===== src/rtl/pos_pid_mc.sv =====
// pos_pid_mc: multi-channel incremental (velocity-form) PID position controller.
// A single multiplier set is time-shared across channels (ERR -> MUL -> SUM per
// channel). Results collect in shadow registers and every channel's DAC code is
// committed on one edge in DONE, so the axes always move together.
module pos_pid_mc #(
   parameter int            CH      = 2,
   parameter int            DW      = 16,
   parameter int            KW      = 16,
   parameter int            FRAC    = 12,
   parameter logic [DW-1:0] DAC_RST = {1'b1, {(DW-1){1'b0}}}
) (
   input  logic             clk_pid,
   input  logic             sys_rst,
   input  logic             start,
   input  logic [CH-1:0]    enable,
   input  logic [CH*KW-1:0] kp,
   input  logic [CH*KW-1:0] ki,
   input  logic [CH*KW-1:0] kd,
   input  logic [CH*DW-1:0] pos_pre,
   input  logic [CH*DW-1:0] pos_adc,
   output logic             busy,
   output logic             dac_valid,
   output logic [CH*DW-1:0] pos_dac,
   output logic [CH-1:0]    sat
);

   localparam int CW  = (CH > 1) ? $clog2(CH) : 1;
   localparam int EW  = DW + 1;        // error width
   localparam int DPW = DW + 3;        // dP / dD width
   localparam int PW  = KW + DW + 4;   // product width
   localparam int AW  = DW + KW + 6;   // accumulator width
   localparam logic [CW-1:0] CH_LAST = CW'(CH - 1);
   localparam logic [DW-1:0] DAC_MAX = {DW{1'b1}};

   localparam logic [2:0] ST_IDLE = 3'd0;
   localparam logic [2:0] ST_ERR  = 3'd1;
   localparam logic [2:0] ST_MUL  = 3'd2;
   localparam logic [2:0] ST_SUM  = 3'd3;
   localparam logic [2:0] ST_DONE = 3'd4;

   logic [2:0]           state_r, state_nx_s;
   logic [CW-1:0]        ch_r;
   logic                 last_ch_s;

   logic [DW-1:0]        pre_c_r [CH];
   logic [DW-1:0]        adc_c_r [CH];
   logic [KW-1:0]        kp_c_r  [CH];
   logic [KW-1:0]        ki_c_r  [CH];
   logic [KW-1:0]        kd_c_r  [CH];
   logic [CH-1:0]        en_c_r;

   logic signed [EW-1:0] e1_r [CH];
   logic signed [EW-1:0] e2_r [CH];
   logic [DW-1:0]        u1_r     [CH];
   logic [DW-1:0]        shadow_r [CH];
   logic [DW-1:0]        dac_r    [CH];
   logic [CH-1:0]        sat_nx_r, sat_r;
   logic                 busy_r, dac_valid_r;

   logic signed [EW-1:0]  e_s, e_r;
   logic signed [DPW-1:0] e_x_s, e1_x_s, e2_x_s, dp_s, dd_s, dp_r, dd_r;
   logic signed [PW-1:0]  kp_x_s, ki_x_s, kd_x_s, dp_x_s, e_w_s, dd_x_s;
   logic signed [PW-1:0]  p_s, i_s, d_s, p_r, i_r, d_r;
   logic signed [PW-1:0]  p_sh_s, i_sh_s, d_sh_s;
   logic signed [AW-1:0]  acc_s;
   logic [DW-1:0]         clamp_s;
   logic                  clip_s;

   assign last_ch_s = (ch_r == CH_LAST);

   // Next-state logic for the frame sequencer
   always_comb begin
      state_nx_s = state_r;
      case (state_r)
         ST_IDLE: begin
            if (start) begin
               state_nx_s = ST_ERR;
            end else begin
               state_nx_s = ST_IDLE;
            end
         end
         ST_ERR:  state_nx_s = ST_MUL;
         ST_MUL:  state_nx_s = ST_SUM;
         ST_SUM: begin
            if (last_ch_s) begin
               state_nx_s = ST_DONE;
            end else begin
               state_nx_s = ST_ERR;
            end
         end
         ST_DONE: state_nx_s = ST_IDLE;
         default: state_nx_s = ST_IDLE;
      endcase
   end

   // State register
   always_ff @(posedge clk_pid or posedge sys_rst) begin
      if (sys_rst) begin
         state_r <= ST_IDLE;
      end else begin
         state_r <= state_nx_s;
      end
   end

   // Channel index: cleared on frame accept, advanced after each channel's SUM
   always_ff @(posedge clk_pid or posedge sys_rst) begin
      if (sys_rst) begin
         ch_r <= {CW{1'b0}};
      end else if (state_r == ST_IDLE && start) begin
         ch_r <= {CW{1'b0}};
      end else if (state_r == ST_SUM && !last_ch_s) begin
         ch_r <= ch_r + CW'(1);
      end
   end

   // Snapshot of all frame inputs so later input changes cannot disturb the frame
   always_ff @(posedge clk_pid or posedge sys_rst) begin
      if (sys_rst) begin
         en_c_r <= {CH{1'b0}};
         for (int n = 0; n < CH; n++) begin
            pre_c_r[n] <= {DW{1'b0}};
            adc_c_r[n] <= {DW{1'b0}};
            kp_c_r[n]  <= {KW{1'b0}};
            ki_c_r[n]  <= {KW{1'b0}};
            kd_c_r[n]  <= {KW{1'b0}};
         end
      end else if (state_r == ST_IDLE && start) begin
         en_c_r <= enable;
         for (int n = 0; n < CH; n++) begin
            pre_c_r[n] <= pos_pre[n*DW +: DW];
            adc_c_r[n] <= pos_adc[n*DW +: DW];
            kp_c_r[n]  <= kp[n*KW +: KW];
            ki_c_r[n]  <= ki[n*KW +: KW];
            kd_c_r[n]  <= kd[n*KW +: KW];
         end
      end
   end

   // Error and its first/second differences for the current channel
   always_comb begin
      e_s    = $signed({1'b0, pre_c_r[ch_r]}) - $signed({1'b0, adc_c_r[ch_r]});
      e_x_s  = {{(DPW-EW){e_s[EW-1]}}, e_s};
      e1_x_s = {{(DPW-EW){e1_r[ch_r][EW-1]}}, e1_r[ch_r]};
      e2_x_s = {{(DPW-EW){e2_r[ch_r][EW-1]}}, e2_r[ch_r]};
      dp_s   = e_x_s - e1_x_s;
      dd_s   = e_x_s - (e1_x_s <<< 1) + e2_x_s;
   end

   // Shared multiplier inputs: gains zero-extended, differences sign-extended
   always_comb begin
      kp_x_s = {{(PW-KW){1'b0}}, kp_c_r[ch_r]};
      ki_x_s = {{(PW-KW){1'b0}}, ki_c_r[ch_r]};
      kd_x_s = {{(PW-KW){1'b0}}, kd_c_r[ch_r]};
      dp_x_s = {{(PW-DPW){dp_r[DPW-1]}}, dp_r};
      e_w_s  = {{(PW-EW){e_r[EW-1]}}, e_r};
      dd_x_s = {{(PW-DPW){dd_r[DPW-1]}}, dd_r};
      p_s    = kp_x_s * dp_x_s;
      i_s    = ki_x_s * e_w_s;
      d_s    = kd_x_s * dd_x_s;
   end

   // Pipeline registers: differences in ERR, products in MUL
   always_ff @(posedge clk_pid or posedge sys_rst) begin
      if (sys_rst) begin
         e_r  <= {EW{1'b0}};
         dp_r <= {DPW{1'b0}};
         dd_r <= {DPW{1'b0}};
         p_r  <= {PW{1'b0}};
         i_r  <= {PW{1'b0}};
         d_r  <= {PW{1'b0}};
      end else if (state_r == ST_ERR) begin
         e_r  <= e_s;
         dp_r <= dp_s;
         dd_r <= dd_s;
      end else if (state_r == ST_MUL) begin
         p_r <= p_s;
         i_r <= i_s;
         d_r <= d_s;
      end
   end

   // Accumulate onto the previous clamped output and clamp to the DAC range
   always_comb begin
      p_sh_s = p_r >>> FRAC;
      i_sh_s = i_r >>> FRAC;
      d_sh_s = d_r >>> FRAC;
      acc_s  = {{(AW-DW){1'b0}}, u1_r[ch_r]}
             + {{(AW-PW){p_sh_s[PW-1]}}, p_sh_s}
             + {{(AW-PW){i_sh_s[PW-1]}}, i_sh_s}
             + {{(AW-PW){d_sh_s[PW-1]}}, d_sh_s};
      if (acc_s[AW-1]) begin
         clamp_s = {DW{1'b0}};
         clip_s  = 1'b1;
      end else if (|acc_s[AW-2:DW]) begin
         clamp_s = DAC_MAX;
         clip_s  = 1'b1;
      end else begin
         clamp_s = acc_s[DW-1:0];
         clip_s  = 1'b0;
      end
   end

   // Per-channel loop state; a disabled channel re-seeds from its held output
   always_ff @(posedge clk_pid or posedge sys_rst) begin
      if (sys_rst) begin
         sat_nx_r <= {CH{1'b0}};
         for (int n = 0; n < CH; n++) begin
            e1_r[n]     <= {EW{1'b0}};
            e2_r[n]     <= {EW{1'b0}};
            u1_r[n]     <= DAC_RST;
            shadow_r[n] <= DAC_RST;
         end
      end else if (state_r == ST_SUM) begin
         if (en_c_r[ch_r]) begin
            shadow_r[ch_r] <= clamp_s;
            u1_r[ch_r]     <= clamp_s;
            sat_nx_r[ch_r] <= clip_s;
            e2_r[ch_r]     <= e1_r[ch_r];
            e1_r[ch_r]     <= e_r;
         end else begin
            shadow_r[ch_r] <= dac_r[ch_r];
            u1_r[ch_r]     <= dac_r[ch_r];
            sat_nx_r[ch_r] <= 1'b0;
            e2_r[ch_r]     <= {EW{1'b0}};
            e1_r[ch_r]     <= {EW{1'b0}};
         end
      end
   end

   // Output commit: all channels update together in DONE, valid pulses after
   always_ff @(posedge clk_pid or posedge sys_rst) begin
      if (sys_rst) begin
         sat_r       <= {CH{1'b0}};
         dac_valid_r <= 1'b0;
         for (int n = 0; n < CH; n++) begin
            dac_r[n] <= DAC_RST;
         end
      end else if (state_r == ST_DONE) begin
         sat_r       <= sat_nx_r;
         dac_valid_r <= 1'b1;
         for (int n = 0; n < CH; n++) begin
            dac_r[n] <= shadow_r[n];
         end
      end else begin
         dac_valid_r <= 1'b0;
      end
   end

   // Busy: set on frame accept, held through the cycle after the commit edge
   always_ff @(posedge clk_pid or posedge sys_rst) begin
      if (sys_rst) begin
         busy_r <= 1'b0;
      end else if (state_r == ST_IDLE) begin
         busy_r <= start;
      end else begin
         busy_r <= 1'b1;
      end
   end

   assign busy      = busy_r;
   assign dac_valid = dac_valid_r;
   assign sat       = sat_r;

   for (genvar g = 0; g < CH; g++) begin : g_dac
      assign pos_dac[g*DW +: DW] = dac_r[g];
   end

endmodule


===== config.mk =====
export PLATFORM = sky130hd
export DESIGN_NAME = pos_pid_mc
export DESIGN_NICKNAME = d
export VERILOG_FILES = /design/src/rtl/pos_pid_mc.sv
export SDC_FILE = /design/constraint.sdc
export NUM_CORES = 2
export LEC_CHECK = 0
export ABC_AREA = 0
export BUFFER_PORTS_ARGS = -buffer_cell sky130_fd_sc_hd__buf_2
export CAP_MARGIN = 20
export CORE_MARGIN = 5
export CORE_UTILIZATION = 45
export DETAILED_ROUTE_END_ITERATION = 8
export PLACE_DENSITY_LB_ADDON = 0.15
export RECOVER_POWER = 100
export SLEW_MARGIN = 5
export SYNTH_ARGS = -nofsm -noshare
export SYNTH_HDL_FRONTEND = slang
export SYNTH_SLANG_ARGS = --single-unit

===== constraint.sdc =====
create_clock -name clk_pid -period 18.8 [get_ports clk_pid]
set_input_delay 0 -clock clk_pid [delete_from_list [all_inputs] [get_ports clk_pid]]
set_output_delay 0 -clock clk_pid [all_outputs]
set_load 0.01 [all_outputs]

# Word level (Yosys, flattened, before mapping)
# Index checks and enable logic that the tools add are counted.
dict set report classes {
  addsub 8
  multipliers 3
  div 0
  magnitude_cmp 4
  eq_ne 4
  n_shift 0
  mux 58
  bitwise 7
  reduce_logical 9
}
# cell count
set op_table {}
lappend op_table {{16-bit 2-to-1 mux} 24}
lappend op_table {{32-bit bitwise mux} 4}
lappend op_table {{17-bit 2-to-1 mux} 7}
lappend op_table {{34-bit bitwise AND} 2}
lappend op_table {{34-bit bitwise mux} 2}
lappend op_table {{34-bit 2-to-1 mux} 2}
lappend op_table {{32-bit 2-to-1 mux} 2}
lappend op_table {{17-bit by 19-bit multiplier with 36-bit output} 1}
lappend op_table {{17-bit by 18-bit multiplier with 35-bit output} 1}
lappend op_table {{17-bit by 17-bit multiplier with 34-bit output} 1}
lappend op_table {{34-bit NOT} 1}
lappend op_table {{26-bit by 24-bit adder with 27-bit output} 1}
lappend op_table {{25-bit by 22-bit adder with 26-bit output} 1}
lappend op_table {{17-bit by 24-bit adder with 25-bit output} 1}
lappend op_table {{21-bit OR reduction} 1}
lappend op_table {{19-bit by 17-bit adder with 19-bit output} 1}
lappend op_table {{17-bit by 18-bit subtractor with 19-bit output} 1}
lappend op_table {{17-bit by 17-bit subtractor with 18-bit output} 1}
lappend op_table {{17-bit demux with 1-bit select} 1}
lappend op_table {{16-bit by 16-bit subtractor with 17-bit output} 1}
lappend op_table {{16-bit demux with 1-bit select} 1}
lappend op_table {{3-bit case mux with 4 select lines} 1}
lappend op_table {{1-bit 2-to-1 mux} 10}
lappend op_table {{3-bit by 2-bit equality test with 1-bit output (second input constant)} 2}
lappend op_table {{20 further kinds} 23}
dict set report totals {
  regBits 496
  latch_bits 0
  mem_bits_rw 0
  mem_bits_ro 0
  input_bits 165
  output_inout_bits 36
  elab_cells 126
  mem_count 0
}

# Depth between registers and ports, before layout
dict set report depth {
  depth_word 12
  depth_mapped 30
  ltp_nobuf 27
}

# Least setup slack after synthesis
# Ideal clock, no wire load.
dict set report synth_path {
  kind {flip-flop to flip-flop}
  from {register ch_r}
  to {register i_r[32]}
  setup_time_ns 0.137
  arrival_time_ns 7.792
  t_required_ns 18.663
  slack_ns 10.871
  path_stages_with_launch 29
  path_buffers 3
  synth_period_minus_slack_ns 7.929
  path_cell_list {dfrtp_1 > clkbuf_1 > clkbuf_1 > clkbuf_1 > mux2_2 > and2_1 > fa_1 > inv_1 > fa_1 > fa_1 > inv_1 > fa_1 > fa_1 > inv_1 > fa_1 > inv_1 > ha_1 > a21o_1 > a21oi_1 > o21bai_1 > a21o_1 > nor4_1 > a211oi_1 > or3_1 > o31a_1 > and2_1 > or2_1 > a2111oi_0 > nor3_1}
}
dict set report synth_between {
  elab_chain_cells 5
}
# element line_no
set synth_rtl {}
lappend synth_rtl {{start, declared} 42} ;# logic [CW-1:0] ch_r;
lappend synth_rtl {{start signal, assigned} 108} ;# ch_r <= {CW{1'b0}};
lappend synth_rtl {{start signal, assigned} 110} ;# ch_r <= {CW{1'b0}};
lappend synth_rtl {{start signal, assigned} 112} ;# ch_r <= ch_r + CW'(1);
lappend synth_rtl {{1-bit NOT with 2-bit output (not written as such)} 152} ;# ki_x_s = {{(PW-KW){1'b0}}, ki_c_r[ch_r]};
lappend synth_rtl {{16-bit 2-to-1 mux (not written as such) (3 in series)} 152}
lappend synth_rtl {{17-bit by 17-bit multiplier with 34-bit output} 158} ;# i_s = ki_x_s * e_w_s;
lappend synth_rtl {{end signal, assigned} 169} ;# i_r <= {PW{1'b0}};
lappend synth_rtl {{end signal, assigned} 177} ;# i_r <= i_s;
lappend synth_rtl {{end, declared} 63} ;# logic signed [PW-1:0] p_s, i_s, d_s, p_r, i_r, d_r;
# No other way between the ends. The select of a mux whose other input is x is not followed.
# A chain may end at the register's enable or synchronous reset.

# Worst setup path in the final report
dict set report layout_path {
  from {register ch_r}
  to {register p_r[32]}
}
dict set report layout_between {
  elab_chain_cells 5
}
# element line_no
set layout_rtl {}
lappend layout_rtl {{1-bit NOT with 2-bit output (not written as such)} 151} ;# kp_x_s = {{(PW-KW){1'b0}}, kp_c_r[ch_r]};
lappend layout_rtl {{16-bit 2-to-1 mux (not written as such) (3 in series)} 151}
lappend layout_rtl {{17-bit by 18-bit multiplier with 35-bit output} 157} ;# p_s = kp_x_s * dp_x_s;
lappend layout_rtl {{end signal, assigned} 168} ;# p_r <= {PW{1'b0}};
lappend layout_rtl {{end signal, assigned} 176} ;# p_r <= p_s;
lappend layout_rtl {{end, declared} 63}
# No other way between the ends. The select of a mux whose other input is x is not followed.

==> impl_metrics.toml <==
[clocking]
post_cts_buffers = 0
ctsRootBufferMaster = "clkbuf_16"
clock_sinks = 427
clk_path_buf_depth = 3
cts_tree = "built"
h-tree-depth = 2
numCtsBuffers = 51
clk_latency_ps = 680
clk_pin_slew_ps = 60

[place]
detailedPlacementHpwl_um = 109000
place_area_mm2 = 0.0551
dp.cells = 6983
place_congestion = 0.901
port_buffers = 200

[drt]
drc_errors = 0
vias = 37100
drtIter0Drc = 2291
drt_first_pass_iters = 5
wl_um = 143000
viasPerCell = 5.13
antenna_left = 0
wl_per_cell_um = 19.7

[sta]
post-route-min-period_ps = 11270
clock.fmax_mhz = 88.8
setup_violations = 0
finClkSkew_ps = 89.6
maxSlewHeadroom_pct = -237
timing.setup.tns_ps = 0
maxSlewViolCount = 995
timing.final.crit_share_pct = 59.9
rsz0062_at_grt = "no"
final-hold-violation-count = 0
tightestPinTransition_ps = 5060
hold_slack_ps = 86.4

[cells_and_area]
area_growth_pct = 11.0
nets = 7090
finalNonFillerCells = 7241
drive_above_1_share_pct = 10.3
final_area_mm2 = 0.0584

[critical_path]
path_buf_inv = 6
path_class = "reg -> reg"
start_kind = "flop"
ff2ff_path_depth = 26
cp_max_fo = 36
r2r_slack_ps = 7530
regToRegEndpoint = "p_r[32]"
cp_slowest_cell = "dfrtp_1"
crit_family = "adder cells"
slowest_delay_ps = 1920
r2r-start = "ch_r"
cpMostUsedCell = "fa_1"
endpoint_kind = "flop"
worstPathRequired_ps = 19220
crit_arrival_ps = 11680

[synthesis]
synth_cells = 5423
synthArstFlopShare_pct = 100
synth_edf_count = 0
syn_area_mm2 = 0.0526
syn_nets = 6837
yosysTopAreaCell = "fa_1"
synth_area_leaders = "fa_1 33%, dfrtp_1 20%, ha_1 9.2%"
ys_ff_latch = 427
syn_avg_cell_area_um2 = 9.71
synth-seq-area-share_pct = 20.3
synth.distinct_cells = 75
synthFlopType = "dfrtp_1"
yosysWarnings = 0
synth_top_area_share_pct = 32.8

[global_routing]
antenna_found_initial = 6
grt_pass1_vias = 40100
grt_start_max_net_pins = 110
grt_pass1_wl_um = 230000
grt.overflow.total = 0
grt_use_total_pct = 23.6

[worst_hold_path]
min_to = "pre_c_r[19]"
worstHoldPathType = "in -> reg"
worstHoldStart = "pos_pre[3]"
holdPathStages = 3

[run]
drv_cap = 17

[floorplanning]
num_io_pins = 201
die_w_um = 352
die_area_mm2 = 0.124
num_rows = 125
initial_core_util_pct = 45.3
fp.coreArea_mm2 = 0.116
fp.dieH_um = 352

[status]
status = "complete, but fails checks"
violations = "max-capacitance violations, max-slew violations"
## per-layer routing
layer / share of wire (%) / vias up / GRT usage [%] / routed length, um
li1: - / 17200 / - / -
met1: 44 / 18900 / 32.5 / 62900
met2: 48 / 855 / 39.0 / 67800
met3: 5.9 / 178 / 4.61 / 8450
met4: 2.4 / 2 / 5.43 / 3440
met5: 0.0063 / - / 0 / 9
## sequential cells by signal, indices dropped and copies added, names as in the netlist
register	cells
p_r	23
sat_nx_r	2
pre_c_r	32
u1_r	32
dd_r	19
ki_c_r	32
kd_c_r	32
pos_dac	32
e2_r	34
sat	2
e_r	17
state_r	3
e1_r	34
busy	1
ch_r	1
i_r	22
dac_valid	1
kp_c_r	32
d_r	24
dp_r	18
adc_c_r	32
en_c_r	2
## Yosys cell counts, drive strengths merged (3+ instances only)
cell type  instances
or2               15
nor3              42
nand2            766
nor2              88
xnor2             78
a2111oi            4
nor3b             20
o21ai            166
mux2             284
nand2b            31
and3              16
xor2              39
o31ai             24
o21a              22
o21bai            24
o211a              3
clkbuf           183
a2111o             3
a31oi             11
buf               29
nand3             94
nand4              6
ha               386
o41ai              4
a221oi             7
a21oi            116
dfrtp            423
a21o              28
or4                4
a21boi            18
a41oi              3
nor2b            175
inv             1100
dfstp              4
a211o              4
or3               12
mux2i             48
fa               863
o211ai             6
and2             229
a211oi            15
## layout make-up
type,count,area (um^2)
Inverter,1100,4130
Timing Repair Buffer,412,2900
Clock inverter,25,348
Sequential cell,427,10700
Antenna cell,3,7.51
Tap cell,1524,1910
Multi-Input combinational cell,3684,37000
Clock buffer,66,1430
Fill cell,10800,57800
## how the worst max path moves through the flow
stage / from / endpoint / slack (ps) / depth (start not counted)
after floorplan: sys_rst / adc_c_r[0] / 6920 / 1
after global placement: ch_r / d_r[34] / 10120 / 26
after detailed placement: ch_r / d_r[34] / 10050 / 26
after CTS: ch_r / d_r[34] / 10010 / 26
after global routing: ch_r / p_r[32] / 6850 / 27
final: ch_r / p_r[32] / 7530 / 26
## per-stage QoR
step | setup WS [ps] | util [%]
floorplan | 6920 | -
global placement | 10120 | 47.4
detailed placement | 10050 | 47.4
CTS | 10010 | 50.4
global route | 6850 | 50.3
finish | 7530 | 50.3
## cell usage in the layout, fill, tap and decap left out, types with 11 or more instances in the layout
| master | n |
|---|---|
| nor2b_1 | 175 |
| dfrtp_1 | 422 |
| nor3_1 | 42 |
| nor2_1 | 87 |
| xnor2_1 | 78 |
| or3_1 | 12 |
| and2_1 | 224 |
| a21oi_1 | 116 |
| nand3_1 | 94 |
| o21a_1 | 22 |
| nor3b_1 | 20 |
| inv_1 | 1099 |
| or2_2 | 13 |
| xor2_1 | 39 |
| mux2_2 | 279 |
| o21ai_0 | 158 |
| mux2i_1 | 47 |
| fa_1 | 863 |
| buf_4 | 33 |
| a31oi_1 | 11 |
| buf_2 | 164 |
| dlygate4sd3_1 | 164 |
| ha_1 | 386 |
| a21o_1 | 28 |
| nand2b_1 | 31 |
| a211oi_1 | 15 |
| clkbuf_1 | 57 |
| o31ai_1 | 24 |
| clkbuf_16 | 52 |
| and3_1 | 15 |
| o21bai_1 | 24 |
| a21boi_0 | 17 |
| nand2_1 | 764 |
## worst register-to-register path: stages (launching register included)
cell and delay, ps:
dfrtp_1 1920, clkbuf_1 1920, mux2_1 970, nand2_1 180, fa_1 540, inv_1 50, fa_1 490, inv_1 50
fa_1 520, inv_1 50, fa_1 460, fa_1 490, inv_1 50, fa_1 500, inv_1 50, ha_1 300
o21a_1 120, o211ai_1 130, a2111o_1 460, a21oi_1 260, a311o_1 300, a21boi_0 120, a211oi_1 450, a21oi_1 180
o21ba_2 230, xor2_1 130, o21ai_0 80
## cell families (layout without fill, tap and decap cells)
kind of cell / after synthesis / in the layout / share of synthesized area, %
other: 0 / 3 / 0
DFF: 427 / 427 / 20.3
muxes: 332 / 332 / 6.99
adders and majority gates: 1249 / 1249 / 42.0
xor gates and xnor gates: 117 / 117 / 1.95
AOI/OAI and AO/OA: 478 / 478 / 5.66
and+or+nand+nor: 1508 / 1508 / 13.7
buffers and inverters: 1312 / 1603 / 9.39
## what timing repair did
item                                   CTS  global route
gates resized for setup                  0             0
endpoints found under the hold margin  269             0
hold buffers                           164             0
Power is left out: the tool's default activity adds up to more than one toggle a clock period on the data nets, which glitch-free logic cannot reach.
